--- src/rtl/mult8_share_arbiter.sv ---
// Round-robin arbiter sharing one 8x8 unsigned Wallace-tree multiplier across NUM_REQ requesters.
// Define MULT8_SHARE_ARBITER_STATS_EN to add per-requester saturating grant counters.

module multiply8_unsigned_wallace_tree (
  input  logic [7:0]  a,
  input  logic [7:0]  b,
  output logic [15:0] product
);

  logic [15:0] pp [8];

  generate
    for (genvar gi = 0; gi < 8; gi++) begin : g_pp
      assign pp[gi] = {8'd0, a & {8{b[gi]}}} << gi;
    end
  endgenerate

  // Word-level 3:2 compressors; the product fits in 16 bits so carries past bit 15 are always zero.
  function automatic logic [15:0] csa_sum(input logic [15:0] x, input logic [15:0] y,
                                          input logic [15:0] z);
    return x ^ y ^ z;
  endfunction

  function automatic logic [15:0] csa_carry(input logic [15:0] x, input logic [15:0] y,
                                            input logic [15:0] z);
    return ((x & y) | (x & z) | (y & z)) << 1;
  endfunction

  logic [15:0] l1_s0, l1_c0, l1_s1, l1_c1;
  logic [15:0] l2_s0, l2_c0, l2_s1, l2_c1;
  logic [15:0] l3_s0, l3_c0;
  logic [15:0] l4_s0, l4_c0;

  // Layer 1: 8 rows -> 6 rows
  assign l1_s0 = csa_sum  (pp[0], pp[1], pp[2]);
  assign l1_c0 = csa_carry(pp[0], pp[1], pp[2]);
  assign l1_s1 = csa_sum  (pp[3], pp[4], pp[5]);
  assign l1_c1 = csa_carry(pp[3], pp[4], pp[5]);

  // Layer 2: 6 rows -> 4 rows
  assign l2_s0 = csa_sum  (l1_s0, l1_c0, l1_s1);
  assign l2_c0 = csa_carry(l1_s0, l1_c0, l1_s1);
  assign l2_s1 = csa_sum  (l1_c1, pp[6], pp[7]);
  assign l2_c1 = csa_carry(l1_c1, pp[6], pp[7]);

  // Layer 3: 4 rows -> 3 rows
  assign l3_s0 = csa_sum  (l2_s0, l2_c0, l2_s1);
  assign l3_c0 = csa_carry(l2_s0, l2_c0, l2_s1);

  // Layer 4: 3 rows -> 2 rows, then the final carry-propagate add
  assign l4_s0 = csa_sum  (l3_s0, l3_c0, l2_c1);
  assign l4_c0 = csa_carry(l3_s0, l3_c0, l2_c1);

  assign product = l4_s0 + l4_c0;

endmodule

module mult8_share_arbiter #(
  parameter int NUM_REQ = 4,
  parameter int ID_W    = 2
) (
  input  logic                   clk,
  input  logic                   rst_n,
  input  logic [NUM_REQ-1:0]     req_valid,
  input  logic [8*NUM_REQ-1:0]   req_a,
  input  logic [8*NUM_REQ-1:0]   req_b,
  output logic [NUM_REQ-1:0]     req_ready,
  output logic                   rsp_valid,
  input  logic                   rsp_ready,
  output logic [15:0]            rsp_product,
  output logic [ID_W-1:0]        rsp_id,
  output logic                   busy
`ifdef MULT8_SHARE_ARBITER_STATS_EN
  ,
  input  logic                   stats_clr,
  output logic [NUM_REQ*16-1:0]  grant_cnt
`endif
);

  logic [7:0]      a_reg, b_reg;
  logic [ID_W-1:0] id_reg;
  logic            s1_valid_reg;
  logic [15:0]     product_reg;
  logic [ID_W-1:0] rsp_id_reg;
  logic            s2_valid_reg;
  logic [ID_W-1:0] rr_ptr_reg;

  logic            s1_adv, s2_adv;
  logic            grant_found;
  logic [ID_W-1:0] grant_idx;
  logic            handshake;
  logic [ID_W-1:0] rr_ptr_next;
  logic [7:0]      grant_a, grant_b;
  logic [15:0]     mult_product;

  assign s2_adv = !s2_valid_reg || rsp_ready;
  assign s1_adv = !s1_valid_reg || s2_adv;

  // First valid requester at or after rr_ptr, wrapping modulo NUM_REQ.
  always_comb begin
    int cand;
    grant_found = 1'b0;
    grant_idx   = '0;
    cand        = 0;
    for (int k = 0; k < NUM_REQ; k++) begin
      cand = int'(rr_ptr_reg) + k;
      if (cand >= NUM_REQ) cand = cand - NUM_REQ;
      if (!grant_found && req_valid[cand]) begin
        grant_found = 1'b1;
        grant_idx   = ID_W'(cand);
      end
    end
  end

  generate
    for (genvar gi = 0; gi < NUM_REQ; gi++) begin : g_ready
      assign req_ready[gi] = s1_adv && grant_found && (grant_idx == ID_W'(gi));
    end
  endgenerate

  assign handshake   = s1_adv && grant_found;
  assign rr_ptr_next = (grant_idx == ID_W'(NUM_REQ - 1)) ? '0 : grant_idx + 1'b1;
  assign grant_a     = req_a[8*grant_idx +: 8];
  assign grant_b     = req_b[8*grant_idx +: 8];

  multiply8_unsigned_wallace_tree u_mult (
    .a       (a_reg),
    .b       (b_reg),
    .product (mult_product)
  );

  // Stage 1: operand registers and round-robin pointer
  always_ff @(posedge clk or negedge rst_n) begin
    if (!rst_n) begin
      a_reg        <= '0;
      b_reg        <= '0;
      id_reg       <= '0;
      s1_valid_reg <= 1'b0;
      rr_ptr_reg   <= '0;
    end else if (s1_adv) begin
      s1_valid_reg <= handshake;
      if (handshake) begin
        a_reg      <= grant_a;
        b_reg      <= grant_b;
        id_reg     <= grant_idx;
        rr_ptr_reg <= rr_ptr_next;
      end
    end
  end

  // Stage 2: result registers drive the response port directly
  always_ff @(posedge clk or negedge rst_n) begin
    if (!rst_n) begin
      product_reg  <= '0;
      rsp_id_reg   <= '0;
      s2_valid_reg <= 1'b0;
    end else if (s2_adv) begin
      product_reg  <= mult_product;
      rsp_id_reg   <= id_reg;
      s2_valid_reg <= s1_valid_reg;
    end
  end

  assign rsp_valid   = s2_valid_reg;
  assign rsp_product = product_reg;
  assign rsp_id      = rsp_id_reg;
  assign busy        = s1_valid_reg || s2_valid_reg;

`ifdef MULT8_SHARE_ARBITER_STATS_EN
  generate
    for (genvar gi = 0; gi < NUM_REQ; gi++) begin : g_stats
      logic [15:0] cnt_reg;
      // Clear has priority over a same-cycle grant.
      always_ff @(posedge clk or negedge rst_n) begin
        if (!rst_n) begin
          cnt_reg <= '0;
        end else if (stats_clr) begin
          cnt_reg <= '0;
        end else if (req_ready[gi] && (cnt_reg != 16'hFFFF)) begin
          cnt_reg <= cnt_reg + 16'd1;
        end
      end
      assign grant_cnt[16*gi +: 16] = cnt_reg;
    end
  endgenerate
`endif

endmodule

--- config.mk ---
export PLATFORM = sky130hd
export DESIGN_NAME = mult8_share_arbiter
export DESIGN_NICKNAME = d
export VERILOG_FILES = /design/src/rtl/mult8_share_arbiter.sv
export SDC_FILE = /design/constraint.sdc
export NUM_CORES = 1
export LEC_CHECK = 0
export CAP_MARGIN = 10
export CORE_UTILIZATION = 51
export CTS_CLUSTER_DIAMETER = 30
export DETAILED_ROUTE_END_ITERATION = 7
export PLACE_DENSITY = 0.78
export SYNTH_ARGS = -nofsm -noshare
export SYNTH_HDL_FRONTEND = slang
export SYNTH_SLANG_ARGS = --single-unit
--- constraint.sdc ---
create_clock -name clk -period 4.5 [get_ports clk]
set_input_delay 0.9 -clock clk [delete_from_list [all_inputs] [get_ports clk]]
set_output_delay 0.9 -clock clk [all_outputs]
set_load 0.02 [all_outputs]
# [Word level (Yosys, flattened, before mapping)]
# Index checks and enable logic that the tools add are counted.
[word_totals] regBits=40 word_cells=123
[op_classes] n_lt_le_gt_ge=8 eq_ne=3 addsub=9 bitwise=50 n_reduce_logical=18 muxes=25 shifts=2
[op_table] operator="15-bit AND" n=10
[op_table] operator="15-bit bitwise OR" n=10
[op_table] operator="32-bit by 4-bit < comparator with 1-bit output, second input constant" n=4
[op_table] operator="32-bit two-way mux" n=4
[op_table] operator="16-bit bitwise XOR" n=5
[op_table] operator="8-bit AND" n=8
[op_table] operator="32-bit by 6-bit indexed part select with 8-bit output" n=2
[op_table] operator="16-bit adder" n=1
[op_table] operator="16-bit by 13-bit bitwise XOR with 16-bit output" n=1
[op_table] operator="16-bit by 14-bit bitwise XOR with 16-bit output" n=1
[op_table] operator="16-bit by 15-bit bitwise XOR with 16-bit output" n=1
[op_table] operator="14-bit by 15-bit AND with 15-bit output" n=1
[op_table] operator="15-bit by 14-bit AND with 15-bit output" n=1
[op_table] operator="15-bit by 10-bit bitwise OR with 15-bit output" n=1
[op_table] operator="15-bit by 13-bit bitwise OR with 15-bit output" n=1
[op_table] operator="11-bit by 13-bit AND with 13-bit output" n=1
[op_table] operator="12-bit by 13-bit AND with 13-bit output" n=1
[op_table] operator="12-bit by 13-bit bitwise XOR with 13-bit output" n=1
[op_table] operator="11-bit by 12-bit AND with 12-bit output" n=1
[op_table] operator="1-bit two-way mux" n=12
[op_table] operator="3-bit by 3-bit subtractor with 4-bit output, second input constant" n=3
[op_table] operator="11-bit by 12-bit bitwise XOR with 12-bit output" n=1
[op_table] operator="8-bit by 10-bit AND with 10-bit output" n=1
[op_table] operator="9-bit by 10-bit AND with 10-bit output" n=1
[op_table] operator="other kinds (18)" n=42

# [Depth between registers and ports, before layout]
# Gate-level depths: netlist of the first run.
[depth] depth_word=17 depth_mapped=16 mapped_depth_nobuf=15

# [By module]
# Synthesis of the first run repeated with hierarchy kept, for this count alone.
[unflattened] cells_unflattened=451 hier_area_um2=4157.7
[modules_own_cells] mod="mult8_share_arbiter" area_per_inst_um2=2316.0 instances=1 cells_per_inst=249
[modules_own_cells] mod="multiply8_unsigned_wallace_tree" area_per_inst_um2=1841.8 instances=1 cells_per_inst=202

# [Worst setup path after synthesis of the first run]
# Ideal clock, no wire load.
[synth_timing] path_kind="reg2reg" start="register a_reg[5]" end="register product_reg[15] (netlist: rsp_product[15])" setup_time_ns=0.120 period_less_slack_ns=4.110 arrival_ns=3.990 stages_incl_launch_ff=15 required_time_ns=4.380 path_slack_ns=0.390 path_cell_list="dfrtp_1 -> clkbuf_4 -> and2_1 -> fa_1 -> inv_1 -> fa_1 -> fa_1 -> inv_1 -> fa_1 -> ha_1 -> a21o_1 -> a21oi_2 -> a21oi_1 -> or3_1 -> a31o_1"
[synth_via] elab_chain_len=14
[synth_lines] item="start: declaration" line_no="80" rtl="logic [7:0] a_reg, b_reg;"
[synth_lines] item="start signal: assignment" line_no="143" rtl="a_reg <= grant_a;"
[synth_lines] item="8-bit AND" line_no="14" rtl="assign pp[gi] = {8'd0, a & {8{b[gi]}}} << gi;"
[synth_lines] item="8-bit by 9-bit AND with 9-bit output / 8-bit by 10-bit AND with 10-bit output (equally long branches)" line_no="26" rtl="return ((x & y) | (x & z) | (y & z)) << 1;"
[synth_lines] item="15-bit bitwise OR" line_no="26"
[synth_lines] item="15-bit by 10-bit bitwise OR with 15-bit output" line_no="26"
[synth_lines] item="15-bit AND" line_no="26"
[synth_lines] item="15-bit bitwise OR (2 in series)" line_no="26"
[synth_lines] item="15-bit AND" line_no="26"
[synth_lines] item="15-bit bitwise OR (2 in series)" line_no="26"
[synth_lines] item="15-bit AND" line_no="26"
[synth_lines] item="15-bit bitwise OR (2 in series)" line_no="26"
[synth_lines] item="16-bit adder (*)" line_no="54" rtl="assign product = l4_s0 + l4_c0;"
[synth_lines] item="end signal: assignment" line_no="158" rtl="product_reg <= mult_product;"
[synth_lines] item="end: declaration" line_no="83" rtl="logic [15:0] product_reg;"
# Mark *: on every way between the ends. The rest lies on a longest branch, timed or not.
# A chain may end at the register's enable or synchronous reset.

# [Worst setup path after layout of the first run]
# Same ends and word-level chain as after synthesis.

==> results of run 1 <==
-- per-layer routing --
layer  up-vias  share of wire, %
li1       1550                 -
met1      1633                41
met2        89                53
met3        15               4.5
met4         0               1.5
met5         -                 0
-- critical path, stage by stage, from the launching register on --
cell and delay (ps):
dfrtp_1 510, and2_1 220, fa_1 520, inv_1 50, fa_1 460, fa_1 540, inv_1 50, fa_1 470
ha_1 350, a21o_1 210, a21oi_2 170, a21oi_1 110, or3_1 350, a31o_1 220
-- per-stage QoR --
step	power (mW)	cells	area (um^2)	hold slack, ps	util [%]
after detailed placement	3.941	597	4981	454.8	64.79
after global placement	3.844	597	4981	448.7	64.79
final	4.218	605	5092	468.4	66.24
after global routing	4.731	605	5092	497.0	66.24
after floorplan	3.206	415	4043	444.6	-
after CTS	4.266	605	5089	473.1	66.19
-- how the worst max path moves through the flow --
| stage | startpoint | endpoint | slack, ps | cells past startpoint |
|---|---|---|---|---|
| after global placement | b_reg[4] | rsp_product[15] | 280 | 13 |
| after CTS | b_reg[4] | rsp_product[15] | 160 | 13 |
| after detailed placement | b_reg[3] | rsp_product[15] | 180 | 13 |
| after global routing | a_reg[5] | rsp_product[15] | 2 | 13 |
| after floorplan | a_reg[5] | rsp_product[15] | 390 | 14 |
| final | a_reg[5] | rsp_product[15] | 170 | 13 |
-- cell usage in the layout, fill, tap and decap left out, types with 7 or more instances in the layout --
cell	n
a21oi_1	13
dfrtp_1	37
o221ai_1	7
o21ai_0	8
fa_1	39
and2_1	47
o221ai_2	9
clkdlybuf4s50_1	93
inv_1	39
nand2_1	81
mux2i_1	32
ha_1	29
-- power by group through the flow --
| stage | sequential [mW] | clock (mW) | combinational, mW |
|---|---|---|---|
| 6_report | 0.720 | 0.303 | 3.20 |
| 5_1_grt | 0.749 | 0.324 | 3.66 |
| 4_1_cts | 0.715 | 0.306 | 3.25 |
| 3_5_place_dp | 0.717 | 0 | 3.22 |
| 3_3_place_gp | 0.710 | 0 | 3.13 |
| 2_1_floorplan | 0.718 | 0 | 2.49 |
-- repair_timing --
| item | CTS | global route |
|---|---|---|
| hold buffers | 0 | 0 |
| hold endpoints to repair | 0 | 0 |
| gates resized for setup | 0 | 3 |
| setup buffers | 0 | 0 |
| setup endpoints to repair | 0 | 1 |
-- cell families after synthesis --
group | Yosys count | share of synthesized area (%)
AO/OA/AOI/OAI | 57 | 11.39
XOR/XNOR | 4 | 0.8668
adder cells (fa/ha/maj) | 68 | 28.29
buffers and inverters | 59 | 7.954
flip-flops | 40 | 24.76
multiplexers | 32 | 7.923
AND/OR/NAND/NOR | 155 | 18.82
-- area by class of cell --
type,instances,share of cell area [%]
clock buffer,6,1.425
clock inverter,2,0.6880
tap,102,2.506
multi-input combinational,316,53.56
inverter,40,2.973
sequential,40,19.73
timing repair buffer,99,19.12
==> run metrics, run 1 <==
outcome=finished, final reports clean; Place WS=~180 ps; H-Tree Depth=2; fillcell total=around 640; Final WS setup=roughly 170 ps; max reg flops=16; Net Sw Power=between 2 and 2.5 mW; worst skew pair latency=approximately 300 ps; worst-margin pin slew=906.7 ps; hpwl dp=6973 um; TritonCTS clock tree=built; Rows=32; power share of the sequential group=17.1%; VDD IR max=0.0005200 V; post-synth top area share=24.76%; Pleak=2.437 nW; final worst-path cycle share=between 90% and 100%; nets@finish=641; Cells on Worst Hold Path=2; Pins Over Slew Limit=0; initial antenna violation count=0; initial DRC count=roughly 140; synth top area cells=dfrtp_1 25%, fa_1 19%, ha_1 9.0%; reg2reg end=rsp_product[15]; slew margin rel.=39.55%; initial core utilization=between 50 and 60%; DIE WIDTH=91.03 um; asr flop ratio synth=100.0%; most frequent cell after synthesis=nand2_1; Routed Wire Length=9034 um; Core Region=a little under 8000 um^2; fmax=0.2307 GHz; Synth Register Bits=40; Die ar.=8286 um^2; CP required=4700 ps; clock share of power=just over 7%; critical path class=reg2reg; Vias=3287; TNS Setup=0 ps; Final ANT Viol Nets=0; Inserted Clock Buffers=5; routability cong.=0.8243; synthesized area=4043 um^2; PortBufs=94; CP startpoint kind=flip-flop; P_int=2.138 mW; n_diodes=0; Syn-to-layout area delta=25.97%; layout cells sized above 1=6.362%; first-pass GRT wire length=15270 um; register area share after synthesis=24.76%; Reg clk slew, reported paths=~90 ps; Sink Count=40; Final setup viols=0; Cells after Synth=415; Post-synth EDFFs=0; area of the multi-input gates=2728 um^2; max cap viols=0; R2R Setup Slk=170 ps; chip height=about 90 um; clk_skew=around 6.4 ps; IO Pins=95; total congestion overflow=0; PwrDens=between 800 and 900 nW/um^2; post-DR vias/cell=5.433; Most used DFF post-synth=dfrtp_1; Sequential Area=1005 um^2; synth unique cells=46; Worst Path Max Fanout=9; # DRC=0; reg2reg path depth=13; worst hold start=rsp_product[4]; Sw Ratio=49.30%; Initial DRT Pass Iterations=4; pin count of the biggest net entering global routing=41; fin crit period=4334 ps; GRT Overall Usage=22.71%; DR WL/cell=14.93 um; Avg Inst Size Synth=9.741 um^2; most instantiated cells after synthesis=81 x nand2_1, 47 x and2_1, 40 x dfrtp_1; post-synth net total=between 500 and 600; vias in the first global route=roughly 3400; final hold violation count=0; met1 Use GR=a little over a quarter; RSZ-0062 raised after global routing=no; CTS Buffer Depth=2; layer with the highest usage=met2; met2 Usage GRT=41.98%; Worst EP arrival=4530 ps; Worst setup EP type=flip-flop; CTS root buf=clkbuf_8; Logic pwr share=75.8%; M3 GR Usage=3.685%; worst hold path type=reg2reg; Ys Warns=0; Critical R2R Launch=a_reg[5]; Hold EP=rsp_product[4]; area leader, netlist=dfrtp_1
No activity file was read; power rests on OpenSTA's default activity.
==> run 2: changes to the inputs <==
--- a/config.mk
+++ b/config.mk
@@ -6,10 +6,14 @@
 export NUM_CORES = 1
 export LEC_CHECK = 0
 export CAP_MARGIN = 10
-export CORE_UTILIZATION = 51
+export CELL_PAD_IN_SITES_DETAIL_PLACEMENT = 1
+export CELL_PAD_IN_SITES_GLOBAL_PLACEMENT = 2
+export CORE_UTILIZATION = 31
 export CTS_CLUSTER_DIAMETER = 30
 export DETAILED_ROUTE_END_ITERATION = 7
+export GPL_ROUTABILITY_DRIVEN = 0
 export PLACE_DENSITY = 0.78
+export SETUP_SLACK_MARGIN = 0.05
 export SYNTH_ARGS = -nofsm -noshare
 export SYNTH_HDL_FRONTEND = slang
 export SYNTH_SLANG_ARGS = --single-unit
==> run metrics, run 2 (synthesized netlist as in run 1, its figures left out) <==
worst-margin pin slew=960.3 ps (+53.51 ps); PortBufs=94 (unchanged); chip height=116.2 um (+28%); fillcell total=1477 (+130%); CP max stage cell=fa_2; Vias=3275 (-0.37%); area of the multi-input gates=2735 um^2 (+0.27%); fmax=0.2324 GHz (+0.73%); TNS Setup=0 ps (unchanged); commonest non-fill, non-tap cell in the layout=clkdlybuf4s50_1; commonest non-fill, non-tap cells in the layout=93 x clkdlybuf4s50_1, 81 x nand2_1, 47 x and2_1; initial core utilization=31.90% (-21 points); DIE WIDTH=116.2 um (+28%); worst hold path type=reg2reg; max cap viols=0 (unchanged); vias in the first global route=3557 (+4.7%); crit-path max cell delay=590 ps (+50 ps); Pins Over Slew Limit=0 (unchanged); H-Tree Depth=2 (unchanged); Worst Path Max Fanout=9 (unchanged); Hold Slack=460.5 ps (-7.929 ps); Syn-to-layout area delta=31.26%; n_diodes=0 (unchanged); Die ar.=13500 um^2 (+63%); final core occ=41.88% (-24 points); cell mode on critical path=fa_1; Routed Wire Length=10870 um (+20%); # DRC=0 (unchanged); hpwl dp=8573 um (+23%); CP startpoint kind=flip-flop; Worst setup EP type=flip-flop; Final setup viols=0 (unchanged); worst skew pair latency=290 ps (about the same); CTS Buffer Depth=2 (unchanged); PwrDens=845.5 nW/um^2 (+2.1%); GRT Overall Usage=17.17% (-5.5 points); initial DRC count=104 (-28%); IO Pins=95 (unchanged); Reg clk slew, reported paths=60 ps (-30 ps); Place WS=181.1 ps (-0.4470 ps); Core Region=12670 um^2 (+65%); initial antenna violation count=0 (unchanged); R2R Setup Slk=200 ps (+30 ps); Cell Chain, Critical Path=and2_1 > fa_1 > inv_1 > fa_1 > fa_2 > inv_1 > ha_1 > fa_1 > a21o_1 > nand4_1 > a21oi_1 > or3_1 > a31o_1; final worst-path cycle share=95.61% (-0.70 points); post-DR vias/cell=4.809 (-11%); pin count of the biggest net entering global routing=41 (unchanged); Final WS setup=197.6 ps (+31.39 ps); critical path class=reg2reg; Final ANT Viol Nets=0 (unchanged); slew margin rel.=35.98% (-3.6 points); final hold violation count=0 (unchanged); clk_skew=7.031 ps (+0.6526 ps); RSZ-0062 raised after global routing=no; fin crit period=4302 ps (-31.39 ps); Pleak=2.495 nW (+2.4%); first-pass GRT wire length=17640 um (+16%); outcome=finished, final reports clean; Worst EP arrival=4480 ps (-50 ps); total congestion overflow=0 (unchanged); Inserted Clock Buffers=5 (unchanged); TritonCTS clock tree=built; Sink Count=40 (unchanged); DR WL/cell=15.96 um (+6.9%); nets@finish=647 (+0.94%); CTS root buf=clkbuf_16; CTS Hold Buffers Added=0 (unchanged); layout cells sized above 1=9.234% (+2.9 points); VDD IR max=0.0004254 V (-18%); Sequential Area=1011 um^2 (+0.62%); Initial DRT Pass Iterations=4 (unchanged); CP required=4680 ps (-20 ps); Rows=41 (+28%); max reg flops=16 (unchanged)
==> run 2: repair_timing <==
action,CTS,global route
gates resized for setup,0,11
setup endpoints to repair,0,3
buffers inserted,0,5
==> run 2: stage by stage <==
stage	std cells	power, mW	instance area, um^2
CTS	676	4.539	5256
global placement	668	3.951	5079
finish	681	4.487	5306
floorplan	415	3.206	4043
global route	681	5.062	5306
detailed placement	668	4.054	5079
==> run 2: worst paths after layout <==
| kind | from | endpoint | cells after the start |
|---|---|---|---|
| worst min-delay path | rsp_product[6] | rsp_product[6] | 2 |
| min in group asynchronous | rst_n | rsp_product[10] | 1 |
| worst min register to register | rsp_product[6] | rsp_product[6] | 2 |
| worst max register to register | a_reg[1] | rsp_product[15] | 13 |
| max in group asynchronous | rst_n | b_reg[5] | 1 |
| worst max-delay path | a_reg[1] | rsp_product[15] | 13 |
==> run 2: worst max-delay path, delay by kind of cell, from the launching register on <==
| kind | cells | cell delay, ps |
|---|---|---|
| adder cells (fa/ha/maj) | 5 | 2350 |
| AND/OR/NAND/NOR | 3 | 730 |
| flip-flops | 1 | 480 |
| AO/OA/AOI/OAI | 3 | 540 |
| buffers and inverters | 2 | 90 |
==> run 2: power by group <==
| group | internal (mW) | switching [mW] | total, mW |
|---|---|---|---|
| clock | 0.278 | 0.159 | 0.437 |
| sequential | 0.531 | 0.182 | 0.713 |
| combinational | 1.49 | 1.84 | 3.34 |
==> run 2: routing by layer <==
| layer | up-vias | track usage [%] | share of wire (%) |
|---|---|---|---|
| met2 | 56 | 32.58 | 56 |
| li1 | 1564 | - | - |
| met3 | 5 | 2.491 | 2.6 |
| met1 | 1650 | 20.11 | 41 |
| met5 | - | 0 | 0 |
| met4 | 0 | 4.444 | 0.95 |
==> run 2: layout make-up <==
type	count	share of cell area (%)
Timing Repair Buffer	105	19.15
Tap cell	172	4.056
Clock buffer	6	2.617
Inverter	40	2.853
Sequential cell	40	19.05
Clock inverter	2	0.7310
Multi-Input combinational cell	316	51.54
